[src/rtl/layer_sequencer.sv]
// layer_sequencer: walks a programmable layer table, resetting, launching and granting the shared bus to one engine per layer
module layer_sequencer #(
    parameter int NUM_ENGINES    = 4,
    parameter int MAX_LAYERS     = 8,
    parameter int ADDR_WIDTH     = 8,
    parameter int ENG_ID_WIDTH   = 2,
    parameter int TIMEOUT_CYCLES = 4096,
    localparam int LW = $clog2(MAX_LAYERS)
) (
    input  logic                    clk,
    input  logic                    rst,
    input  logic                    cfg_we,
    input  logic [LW-1:0]           cfg_idx,
    input  logic [ENG_ID_WIDTH-1:0] cfg_engine,
    input  logic [ADDR_WIDTH-1:0]   cfg_in_addr,
    input  logic [ADDR_WIDTH-1:0]   cfg_out_addr,
    input  logic [LW:0]             cfg_num_layers,
    input  logic                    go,
    output logic                    busy,
    output logic                    done,
    output logic                    error,
    output logic [LW-1:0]           cur_layer,
    output logic [NUM_ENGINES-1:0]  eng_rst,
    output logic [NUM_ENGINES-1:0]  eng_start,
    input  logic [NUM_ENGINES-1:0]  eng_done,
    output logic [ADDR_WIDTH-1:0]   eng_input_addr,
    output logic [ADDR_WIDTH-1:0]   eng_output_addr,
    output logic [NUM_ENGINES-1:0]  bus_grant
);
    localparam int WW = $clog2(TIMEOUT_CYCLES + 2);

    typedef enum logic [2:0] {IDLE, CLEAR, LAUNCH, WAIT, ADVANCE} state_t;
    state_t state, next;

    logic [ENG_ID_WIDTH-1:0] tbl_eng [MAX_LAYERS];
    logic [ADDR_WIDTH-1:0]   tbl_in  [MAX_LAYERS];
    logic [ADDR_WIDTH-1:0]   tbl_out [MAX_LAYERS];
    logic [LW:0]             n_layers, n_req;
    logic [ENG_ID_WIDTH-1:0] act_id, cur_id;
    logic [ADDR_WIDTH-1:0]   in_q, out_q;
    logic [WW-1:0]           wdog;
    logic [NUM_ENGINES-1:0]  sel;
    logic                    hit, timeout, bad_id, last;

    // In CLEAR the entry is read straight from the table so a same-cycle write is seen; afterwards the latched copy is used
    assign n_req   = cfg_num_layers > (LW+1)'(MAX_LAYERS) ? (LW+1)'(MAX_LAYERS) : cfg_num_layers;
    assign cur_id  = state == CLEAR ? tbl_eng[cur_layer] : act_id;
    assign sel     = NUM_ENGINES'(1) << cur_id;
    assign bad_id  = int'(cur_id) >= NUM_ENGINES;
    assign hit     = |(eng_done & sel);
    assign timeout = TIMEOUT_CYCLES != 0 && state == WAIT && !hit && wdog == WW'(TIMEOUT_CYCLES - 1);
    assign last    = {1'b0, cur_layer} == n_layers - (LW+1)'(1);
    assign busy    = state != IDLE;

    // Layer table; contents survive reset and only change while idle
    always_ff @(posedge clk)
        if (cfg_we && state == IDLE) begin
            tbl_eng[cfg_idx] <= cfg_engine;
            tbl_in[cfg_idx]  <= cfg_in_addr;
            tbl_out[cfg_idx] <= cfg_out_addr;
        end

    // State register
    always_ff @(posedge clk or posedge rst)
        if (rst) state <= IDLE;
        else     state <= next;

    // Next-state logic
    always_comb begin
        next = state;
        case (state)
            IDLE:    next = go && n_req != '0 ? CLEAR : IDLE;
            CLEAR:   next = bad_id ? IDLE : LAUNCH;
            LAUNCH:  next = WAIT;
            WAIT:    next = hit ? ADVANCE : timeout ? IDLE : WAIT;
            ADVANCE: next = last ? IDLE : CLEAR;
            default: next = IDLE;
        endcase
    end

    // Engine strobes and bus grant; a watchdog abort resets the stuck engine and drops its grant in the same cycle
    always_comb begin
        eng_rst         = state == CLEAR || timeout ? sel : '0;
        eng_start       = state == LAUNCH ? sel : '0;
        bus_grant       = state == CLEAR || state == LAUNCH || (state == WAIT && !timeout) ? sel : '0;
        eng_input_addr  = state == CLEAR ? tbl_in[cur_layer] : in_q;
        eng_output_addr = state == CLEAR ? tbl_out[cur_layer] : out_q;
    end

    // Sequence bookkeeping: status flags, layer index, latched entry and watchdog
    always_ff @(posedge clk or posedge rst)
        if (rst) begin
            done      <= 1'b0;
            error     <= 1'b0;
            cur_layer <= '0;
            n_layers  <= '0;
            act_id    <= '0;
            in_q      <= '0;
            out_q     <= '0;
            wdog      <= '0;
        end else begin
            if (state == IDLE && go) begin
                done      <= n_req == '0;
                error     <= 1'b0;
                cur_layer <= '0;
                n_layers  <= n_req;
            end
            if (state == CLEAR) begin
                act_id <= tbl_eng[cur_layer];
                in_q   <= tbl_in[cur_layer];
                out_q  <= tbl_out[cur_layer];
                error  <= bad_id;
            end
            if (state == LAUNCH) wdog <= '0;
            if (state == WAIT) wdog <= wdog + WW'(1);
            if (timeout) error <= 1'b1;
            if (state == ADVANCE) begin
                if (last) done <= 1'b1;
                else      cur_layer <= cur_layer + LW'(1);
            end
        end
endmodule

[config.mk]
export PLATFORM = sky130hd
export DESIGN_NAME = layer_sequencer
export DESIGN_NICKNAME = d
export VERILOG_FILES = /design/src/rtl/layer_sequencer.sv
export SDC_FILE = /design/constraint.sdc
export NUM_CORES = 1
export LEC_CHECK = 0
export CAP_MARGIN = 20
export CORE_MARGIN = 2
export CORE_UTILIZATION = 43
export CTS_CLUSTER_DIAMETER = 80
export CTS_CLUSTER_SIZE = 20
export DETAILED_ROUTE_END_ITERATION = 6
export PLACE_DENSITY = 0.73
export SETUP_SLACK_MARGIN = 0.15
export SYNTH_ARGS = -nofsm -noshare
export SYNTH_HDL_FRONTEND = slang
export SYNTH_SLANG_ARGS = --single-unit
[constraint.sdc]
create_clock -name clk -period 2.7 [get_ports clk]
set_clock_uncertainty 0.1 [all_clocks]
set_input_delay 0.54 -clock clk [delete_from_list [all_inputs] [get_ports clk]]
set_output_delay 0.54 -clock clk [all_outputs]
set_load 0.03 [all_outputs]
==> results.tsv <==
metric	value	unit
status	complete, but fails checks	
failing checks	negative setup slack	
EDFF count, synth	144	
cts hold-fix bufs	0	
fillers	1305	
Antenna Nets Post-Route	0	
setup violators final	28	
routed wire length per instance	20.0	um
H-tree level count	4	
YS warnings	0	
clk buf depth	2	
GP Congestion	0.789	
# DRC	0	
CP required	2060	ps
Routed WL	17000	um
first-pass GRT wire length	26200	um
Tcrit/Tclk final	1.17	
Async SR Flop Fraction	0.230	
GRT overflow	0	
largest net degree at the start of global routing	27	
Fin. Hold Viols	0	
CP endpoint kind	output port	
router iterations before antenna repair	4	
Cells after Synth	468	
Yosys cell types	47	
sequential element share of the synthesized area	0.704	
vias	4585	
worst skew pair latency	430	ps
Inst Count DP	788	
Slew HR	0.645	
Worst VDD drop	829	uV
Main synth FF type	edfxtp_1	
worst min path class	in2async	
Cell Area, Synth	0.00767	mm2
drt first-iter violations	266	
Max Clock Freq	318	MHz
Die ar.	0.0189	mm2
CP Max Fanout	5	
Initial Utilization	0.442	
design internal power	7.21	mW
I/O Buffers	66	
Mapped Avg Cell Area	16.4	um2
Setup CP Type	reg2out	
IO Count	67	
routed vias/inst	5.40	
Clk network pwr share	0.221	
Final nets	647	
gr usage total	0.193	
worst path arrival time	2510	ps
Core ar.	0.0174	mm2
vias in the first global route	4783	
Final Max Tran Viols	0	
ratio of cells with drive above 1 in the final layout	0.372	
clk slew on worst S/H paths	70	ps
number of diodes	0	
TNS Setup	-8150	ps
Die H	138	um
static leakage	3.66	nW
Switching Fraction	0.348	
CP startpoint kind	register	
initial antenna violation count	0	
Final Worst Setup Slack	-447	ps
P&R area growth vs syn	32.8	%
clock buffer count from CTS	17	
Die X	138	um
CTS Sinks	187	
Slew @ Worst Pin	530	ps
max_cap viols	0	
num rows	48	
Switching Power	3.85	mW
RSZ-0062 raised after global routing	true	
CTS tree	yes	
dpl hpwl	10500	um
Gate power share	0.462	
register bit count reported by yosys	187	
synthesized net count	504	
sequential share of power	0.318	
Root Driver	clkbuf_16	
Period minus WS final	3150	ps
fin cells	849	
Power Density	1090	mW/mm2
==> power by group through the flow <==
stage	registers, mW	logic, mW	clock network, mW
floorplan	3.59	2.68	0
global placement	3.57	4.05	0
detailed placement	3.59	4.13	0
CTS	3.51	4.82	2.48
global route	3.54	5.45	2.60
finish	3.51	5.10	2.44
==> sequential cells by signal (all words and copies together) (netlist names), 3 cells and up <==
name and flops:
tbl_in 64, tbl_out 64, tbl_eng 16, wdog 13, in_q 8, out_q 8, n_layers 4, cur_layer 3
state 3
==> worst max-delay path: stages (launching register included) <==
cell and delay (ps):
dfrtp_2 430, buf_12 130, buf_4 130, mux2i_2 160, nand2_1 110, nand3_4 130
mux2_4 330, a22o_4 270, a211oi_4 220, buf_6 160
==> layout by cell type, fill, tap and decap left out, types with 4 or more instances in the layout <==
master | Yosys | layout
buf_4 | 1 | 63
clkbuf_16 | 0 | 17
nand2b_1 | 6 | 6
nand3_1 | 16 | 16
clkdlybuf4s50_1 | 0 | 35
inv_6 | 0 | 6
xor2_1 | 6 | 6
xnor2_1 | 6 | 6
buf_12 | 1 | 11
edfxtp_1 | 144 | 144
mux2i_1 | 26 | 14
o21ai_1 | 2 | 9
o21ai_0 | 24 | 8
mux2i_2 | 0 | 10
mux4_2 | 32 | 32
buf_6 | 1 | 29
nor3_1 | 12 | 5
dfrtp_1 | 43 | 41
inv_1 | 8 | 7
nand4_1 | 5 | 5
a211oi_4 | 0 | 4
o21ai_2 | 0 | 9
nor2_1 | 23 | 23
nand2_1 | 44 | 40
nor3_4 | 0 | 4
==> cells by family (layout without fill, tap and decap cells) <==
logic type               count (synthesis)  after routing  synth area share
adder cells (fa/ha/maj)                  3              3           0.00489
buffers and inverters                   31            187            0.0197
flip-flops                             187            187             0.704
XOR/XNOR                                12             12            0.0137
AO/OA/AOI/OAI                           49             49            0.0440
AND/OR/NAND/NOR                        122            122            0.0750
multiplexers                            64             64             0.139
==> final cells by class <==
type / instances / area (um2) / share of cell area
Inverter: 10 / 42.5 / 0.00418
Timing Repair Buffer: 145 / 1450 / 0.142
Clock buffer: 20 / 457 / 0.0448
Sequential cell: 187 / 5400 / 0.530
Multi-Input combinational cell: 250 / 2420 / 0.238
Tap cell: 225 / 282 / 0.0276
Clock inverter: 12 / 133 / 0.0130
==> per-stage QoR <==
stage / power (mW) / hold WS (ps) / worst slack, ps / instance area [um2] / util
after detailed placement: 7.72 / 354 / -151 / 9060 / 0.522
after CTS: 10.8 / 359 / -483 / 10000 / 0.578
after global placement: 7.62 / 347 / -153 / 9060 / 0.522
final: 11.1 / 347 / -447 / 10200 / 0.587
after global routing: 11.6 / 385 / -559 / 10200 / 0.587
after floorplan: 6.28 / 366 / -121 / 7850 / -
==> Yosys cell counts, types with 4 or more instances <==
master    number  area share
o21ai_0       24       0.016
nor3_1        12      0.0078
clkbuf_1      10      0.0049
o31ai_1        4      0.0039
mux2i_1       26       0.034
xnor2_1        6      0.0069
nand2_1       44       0.022
buf_2          6      0.0039
dfrtp_1       43        0.14
o22ai_1        5      0.0041
nand3_1       16       0.010
nand4_1        5      0.0041
mux4_2        32       0.094
mux2_2         4      0.0059
xor2_1         6      0.0069
edfxtp_1     144        0.56
nand2b_1       6      0.0049
a211oi_2       4      0.0065
inv_1          8      0.0039
nor2_1        23       0.011
==> repair_timing <==
| action | in CTS | in global routing |
|---|---|---|
| hold endpoints to repair | 0 | 0 |
| gates resized for setup | 106 | 14 |
| setup buffers | 18 | 10 |
| pin swaps | 13 | 10 |
| cloned | 1 | 0 |
| setup endpoints to repair | 31 | 32 |
==> routing by layer <==
metal	part of all wire	vias to the layer above	routed length, um	GRT usage
li1	-	2079	-	-
met1	0.39	2339	6670	0.237
met2	0.52	143	8930	0.331
met3	0.067	24	1140	0.0559
met4	0.016	0	272	0.0607
met5	0	-	0	0
==> final timing paths <==
path                       depth (start not counted)                      end  slack [ps]                    from
setup reg to reg                                  11       state[1]$_DFF_PP0_          60      state[2]$_DFF_PP0_
max in group asynchronous                          3   cur_layer[1]$_DFF_PP0_        1620                     rst
hold / removal                                     2  n_layers[1]$_DFFE_PP0P_         350                     rst
setup / recovery                                   9             bus_grant[0]        -450  cur_layer[0]$_DFF_PP0_
min in group clk                                   2       out_q[6]$_DFF_PP0_         370      out_q[6]$_DFF_PP0_
hold reg to reg                                    2       out_q[6]$_DFF_PP0_         370      out_q[6]$_DFF_PP0_
No activity file was read; power rests on OpenSTA's default activity.
==> RTL edit 1, RTL diff (config.mk and constraints unchanged) <==
`ENG_ID_WIDTH`: 2 -> 4.
--- a/src/rtl/layer_sequencer.sv
+++ b/src/rtl/layer_sequencer.sv
@@ -3,7 +3,7 @@
     parameter int NUM_ENGINES    = 4,
     parameter int MAX_LAYERS     = 8,
     parameter int ADDR_WIDTH     = 8,
-    parameter int ENG_ID_WIDTH   = 2,
+    parameter int ENG_ID_WIDTH   = 4,
     parameter int TIMEOUT_CYCLES = 4096,
     localparam int LW = $clog2(MAX_LAYERS)
 ) (
Interface: changed (resized cfg_engine); port bits go from 67 to 69. The function was not compared with the original's and may differ.
==> RTL edit 1 against the unedited design <==
The run still ends with setup timing left. Cell area is 3.1% higher. Synthesized area is 8.4% higher. Wire length is 2.4% higher. Worst setup slack worse by 460 ps. Total power is 7.8% lower. Combinational power is 15% lower. Final cell count is 2.6% higher. Sequential cell count is 18 higher. Largest cell class unchanged.
==> RTL edit 1: results (changes against the unedited design) <==
- Result of the run: finished, violations left
- Violations in the final reports: setup timing
- Number of global-route vias before repair: 4919 (+2.8%)
- Ratio of cells with drive above 1 in the final layout: 31.8% (-5.4 points)
- Routability congestion estimate: 0.781 (-0.91%)
- First-pass GRT wire length: 27300 um (+4.2%)
- Critical R2R Launch: cur_layer[0]$_DFF_PP0_
- Delay contributed by the slowest stage of the critical path: 500 ps (+70 ps)
- # fillers: 1448 (+11%)
- Leading registers by flop count: tbl_in (64), tbl_out (64), tbl_eng (32)
- First-iteration detailed-routing DRC count: 248 (-6.8%)
- Setup Viol. Count Final: 28 (unchanged)
- Number of cells traversed by the worst register-to-register path: 7 (-4)
- Maximum buffer depth of the clock tree: 3 (+1)
- CTS-repair resized insts: 80 (-25%)
- Number of nets in the finished design: 641 (-0.93%)
- Post-CTS Setup Bufs: 5 (-13)
- Worst vdd rail ir drop: 0.000598 V (-28%)
- Final HPWL from detailed placement: 10400 um (about the same)
- Number of enable flip-flop cells after synthesis: 160 (+11%)
- Top cells by count, synth: 160 x sky130_fd_sc_hd__edfxtp_1, 49 x sky130_fd_sc_hd__nand2_1, 45 x sky130_fd_sc_hd__dfrtp_1
- Reg2Reg Capture Point: error$_DFFE_PP0P_
- Minimum setup slack in the final design: -905 ps (-458 ps)
- Actual transition at the worst max-transition pin: 743 ps (+213 ps)
- Number of levels the H-tree was split into: 1 (-3)
- Total clock buffers created by CTS: 14 (-3)
- Total Wirelength: 17400 um (+2.4%)
- Fraction of registers with async set or reset after synthesis: 22.0% (-1.0 points)
==> RTL edit 1: changes by cell type after synthesis, moves of 4 or more <==
| cell | unedited run | this run |
|---|---|---|
| sky130_fd_sc_hd__o21ai_0 | 24 | 28 |
| sky130_fd_sc_hd__a211oi_1 | 0 | 4 |
| sky130_fd_sc_hd__o22ai_1 | 5 | 1 |
| sky130_fd_sc_hd__nand2_1 | 44 | 49 |
| sky130_fd_sc_hd__mux4_2 | 32 | 36 |
| sky130_fd_sc_hd__edfxtp_1 | 144 | 160 |
| sky130_fd_sc_hd__a211oi_2 | 4 | 0 |
| sky130_fd_sc_hd__a2111oi_2 | 0 | 4 |
| sky130_fd_sc_hd__nand3_1 | 16 | 5 |
| sky130_fd_sc_hd__mux2i_1 | 26 | 35 |
==> RTL edit 1: report_power, final <==
part / internal [mW] / switching (mW) / total [mW]
clock: 0.993 / 1.02 / 2.01
combinational: 1.89 / 2.43 / 4.32
sequential: 3.72 / 0.146 / 3.86
==> RTL edit 1: cell type report <==
| class | count | area, um^2 | share of cell area [%] |
|---|---|---|---|
| inverter | 7 | 26.3 | 0.250 |
| tap | 260 | 325 | 3.10 |
| sequential | 205 | 5930 | 56.5 |
| multi-input combinational | 254 | 2560 | 24.4 |
| timing repair buffer | 121 | 1240 | 11.8 |
| clock inverter | 3 | 37.5 | 0.358 |
| clock buffer | 21 | 377 | 3.59 |
==> RTL edit 1: how the worst max path moves through the flow <==
stage	from	to	slack [ps]	cells after the start
finish	cur_layer[0]$_DFF_PP0_	eng_rst[2]	-900	8
CTS	cur_layer[0]$_DFF_PP0_	eng_rst[2]	-930	8
detailed placement	cur_layer[0]$_DFF_PP0_	bus_grant[3]	-430	8
floorplan	cur_layer[0]$_DFF_PP0_	eng_rst[0]	-650	9
global placement	cur_layer[0]$_DFF_PP0_	bus_grant[0]	-400	8
global route	cur_layer[0]$_DFF_PP0_	eng_rst[2]	-1020	8
==> RTL edit 1: routing by layer <==
metal | share of wire [%] | up-vias | GRT usage [%]
met4 | 1.5 | 2 | 3.54
met3 | 4.3 | 25 | 3.25
li1 | - | 2129 | -
met5 | 0.075 | - | 0
met2 | 51 | 102 | 30.8
met1 | 43 | 2412 | 23.1
==> RTL edit 1: cells by family after synthesis <==
kind of cell               synth area share (%)
adders and majority gates                 0.452
DFF                                        71.3
buffers and inverters                      1.84
and+or+nand+nor                            6.23
AOI/OAI and AO/OA                          4.65
muxes                                      14.6
xor gates and xnor gates                  0.843
==> RTL edit 1: per-stage QoR <==
stage	worst slack (ps)	area [um^2]	setup TNS [ps]	hold WS, ps	cells
after detailed placement	-434	9790	-6740	363	838
after global placement	-402	9790	-6110	354	838
final	-905	10500	-16100	377	871
after floorplan	-646	8590	-5570	363	488
after global routing	-1020	10500	-19490	398	871
after CTS	-931	10400	-16670	383	868
==> RTL edit 2, RTL diff (same settings) <==
Without the edit above. Register the output `error` once more, with the module's reset; this adds one clock of latency there. The other outputs are not delayed to match.
--- a/src/rtl/layer_sequencer.sv
+++ b/src/rtl/layer_sequencer.sv
@@ -30,6 +30,8 @@
     localparam int WW = $clog2(TIMEOUT_CYCLES + 2);
 
     typedef enum logic [2:0] {IDLE, CLEAR, LAUNCH, WAIT, ADVANCE} state_t;
+
+    logic error_s0;
     state_t state, next;
 
     logic [ENG_ID_WIDTH-1:0] tbl_eng [MAX_LAYERS];
@@ -91,7 +93,7 @@
     always_ff @(posedge clk or posedge rst)
         if (rst) begin
             done      <= 1'b0;
-            error     <= 1'b0;
+            error_s0  <= 1'b0;
             cur_layer <= '0;
             n_layers  <= '0;
             act_id    <= '0;
@@ -101,7 +103,7 @@
         end else begin
             if (state == IDLE && go) begin
                 done      <= n_req == '0;
-                error     <= 1'b0;
+                error_s0  <= 1'b0;
                 cur_layer <= '0;
                 n_layers  <= n_req;
             end
@@ -109,15 +111,23 @@
                 act_id <= tbl_eng[cur_layer];
                 in_q   <= tbl_in[cur_layer];
                 out_q  <= tbl_out[cur_layer];
-                error  <= bad_id;
+                error_s0 <= bad_id;
             end
             if (state == LAUNCH) wdog <= '0;
             if (state == WAIT) wdog <= wdog + WW'(1);
-            if (timeout) error <= 1'b1;
+            if (timeout) error_s0 <= 1'b1;
             if (state == ADVANCE) begin
                 if (last) done <= 1'b1;
                 else      cur_layer <= cur_layer + LW'(1);
             end
         end
+    always_ff @(posedge clk or posedge rst) begin
+        if (rst) begin
+            error <= '0;
+        end else begin
+            error <= error_s0;
+        end
+    end
+
 endmodule
 
Function: same outputs for any inputs over 10 cycles, from zero or initial values and one cycle with rst high; that may be too few to reach the edited logic, so the function may still have changed.
==> RTL edit 2 against the unedited design <==
The flow still finishes with violations (setup timing). Total power decreased by 8.5%. Utilization shrank 1.2 points. Wire length is 2.9% lower. Register-to-register slack improved by 180 ps. Sequential cell count rose by 1. Synthesized area fell by 0.82%. Cell area decreased by 2.5%. Final cell count is 3.3% lower. Worst setup slack got worse by 350 ps. Critical endpoint is now eng_rst[3]. Largest cell class unchanged.
==> RTL edit 2: results (changes against the unedited design) <==
- Critical path's top delay family: compound AO/OA/AOI/OAI gates
- Setup Viol. Count Final: 28 (unchanged)
- GR Util All Layers: 19.1% (-0.25 points)
- Minimum setup slack in the final design: -798 ps (-351 ps)
- Number of cells traversed by the worst register-to-register path: 10 (-1)
- Pleak: 3.61 nW (-1.5%)
- Top cells by count, synth: 144 x sky130_fd_sc_hd__edfxtp_1, 44 x sky130_fd_sc_hd__dfrtp_1, 43 x sky130_fd_sc_hd__nand2_1
- CTS-repair resized insts: 109 (+2.8%)
- Routability congestion estimate: 0.792 (+0.38%)
- Worst slack, placed: -478 ps (-327 ps)
- Fraction of registers with async set or reset after synthesis: 23.4% (+0.41 points)
- Crit path max-delay cell type: sky130_fd_sc_hd__a2111o_2
- Pin count of the biggest net entering global routing: 45 (+67%)
- Sequential-to-total area share from yosys stat: 71.3% (+0.91 points)
- Fraction of the mapped netlist area in compound gates: 4.34% (-0.062 points)
- First-iteration detailed-routing DRC count: 348 (+31%)
- Number of global-route vias before repair: 4657 (-2.6%)
- Arrival time of the worst setup path: 2860 ps (+350 ps)
- Result of the run: finished, violations left
- Total Wirelength: 16500 um (-2.9%)
- Class of the tightest hold or removal check: reg -> reg
- Delay contributed by the slowest stage of the critical path: 540 ps (+110 ps)
- Final HPWL from detailed placement: 9990 um (-4.4%)
- Most area-consuming cells after synthesis: sky130_fd_sc_hd__edfxtp_1 57%, sky130_fd_sc_hd__dfrtp_1 14%, sky130_fd_sc_hd__mux4_2 10%
- DR pass1 iterations: 5 (+1)
- Ratio of cells with drive above 1 in the final layout: 33.9% (-3.2 points)
- Maximum fanout along the worst path: 6 (+1)
- Violations in the final reports: setup timing
- Worst vdd rail ir drop: 0.00107 V (+29%)
- Mux share of post-synthesis cell area: 14.1% (+0.20 points)
- Number of distinct library cells after synthesis: 46 (-2.1%)
- Area of placed instances: 0.00901 mm^2 (-0.52%)
- Number of nets in the finished design: 618 (-4.5%)
- Total negative setup slack: -12330 ps (-4180 ps)
- Area share of fa/ha/maj cells after synthesis: 0.493% (+0.0040 points)
- Mapped Nets: 500 (-0.79%)
- Total via count after detailed routing: 4488 (-2.1%)
- # fillers: 1300 (-0.38%)
RTL edit 2: changes by cell type in the layout (fill, tap and decap cells not counted), moves of 5 or more:
cell	delta
sky130_fd_sc_hd__o21ai_2	+8
sky130_fd_sc_hd__nor2_1	-5
sky130_fd_sc_hd__xnor2_1	-5
sky130_fd_sc_hd__o21ai_1	-9
sky130_fd_sc_hd__a21oi_4	+5
sky130_fd_sc_hd__buf_4	-26
sky130_fd_sc_hd__o21ai_0	+6
RTL edit 2: layer usage:
metal  vias up  track usage (%)  wire length [um]
li1       2049                -                 -
met1      2265             23.5              6600
met2       156             33.6              8810
met3        18             4.67               903
met4         0             5.15               205
met5         -                0                 0
RTL edit 2: how the worst min path moves through the flow:
stage	to	cells past startpoint
finish	error$_DFF_PP0_	0
CTS	error$_DFF_PP0_	0
floorplan	error$_DFF_PP0_	0
global placement	error$_DFF_PP0_	0
detailed placement	error$_DFF_PP0_	0
global route	error$_DFF_PP0_	0
RTL edit 2: area by class of cell:
class                           count  area, um^2  area share [%]
Multi-Input combinational cell    247        2350            23.7
Clock buffer                       20         437            4.40
Sequential cell                   188        5430            54.6
Timing Repair Buffer              118        1290            13.0
Clock inverter                     12         103            1.03
Antenna cell                        1        2.50          0.0252
Inverter                           10        37.5           0.378
Tap cell                          225         282            2.83
RTL edit 2: stage by stage:
| stage | std cells | utilization, % |
|---|---|---|
| 6_report | 821 | 57.4 |
| 5_1_grt | 820 | 57.4 |
| 4_1_cts | 819 | 57.2 |
| 3_5_place_dp | 776 | 52.1 |
| 3_3_place_gp | 776 | 52.1 |
| 2_1_floorplan | 464 | - |
RTL edit 2: report_power, final:
group | switching (mW) | internal, mW
Sequential | 0.132 | 3.40
Clock | 1.08 | 1.21
Combinational | 2.34 | 1.97
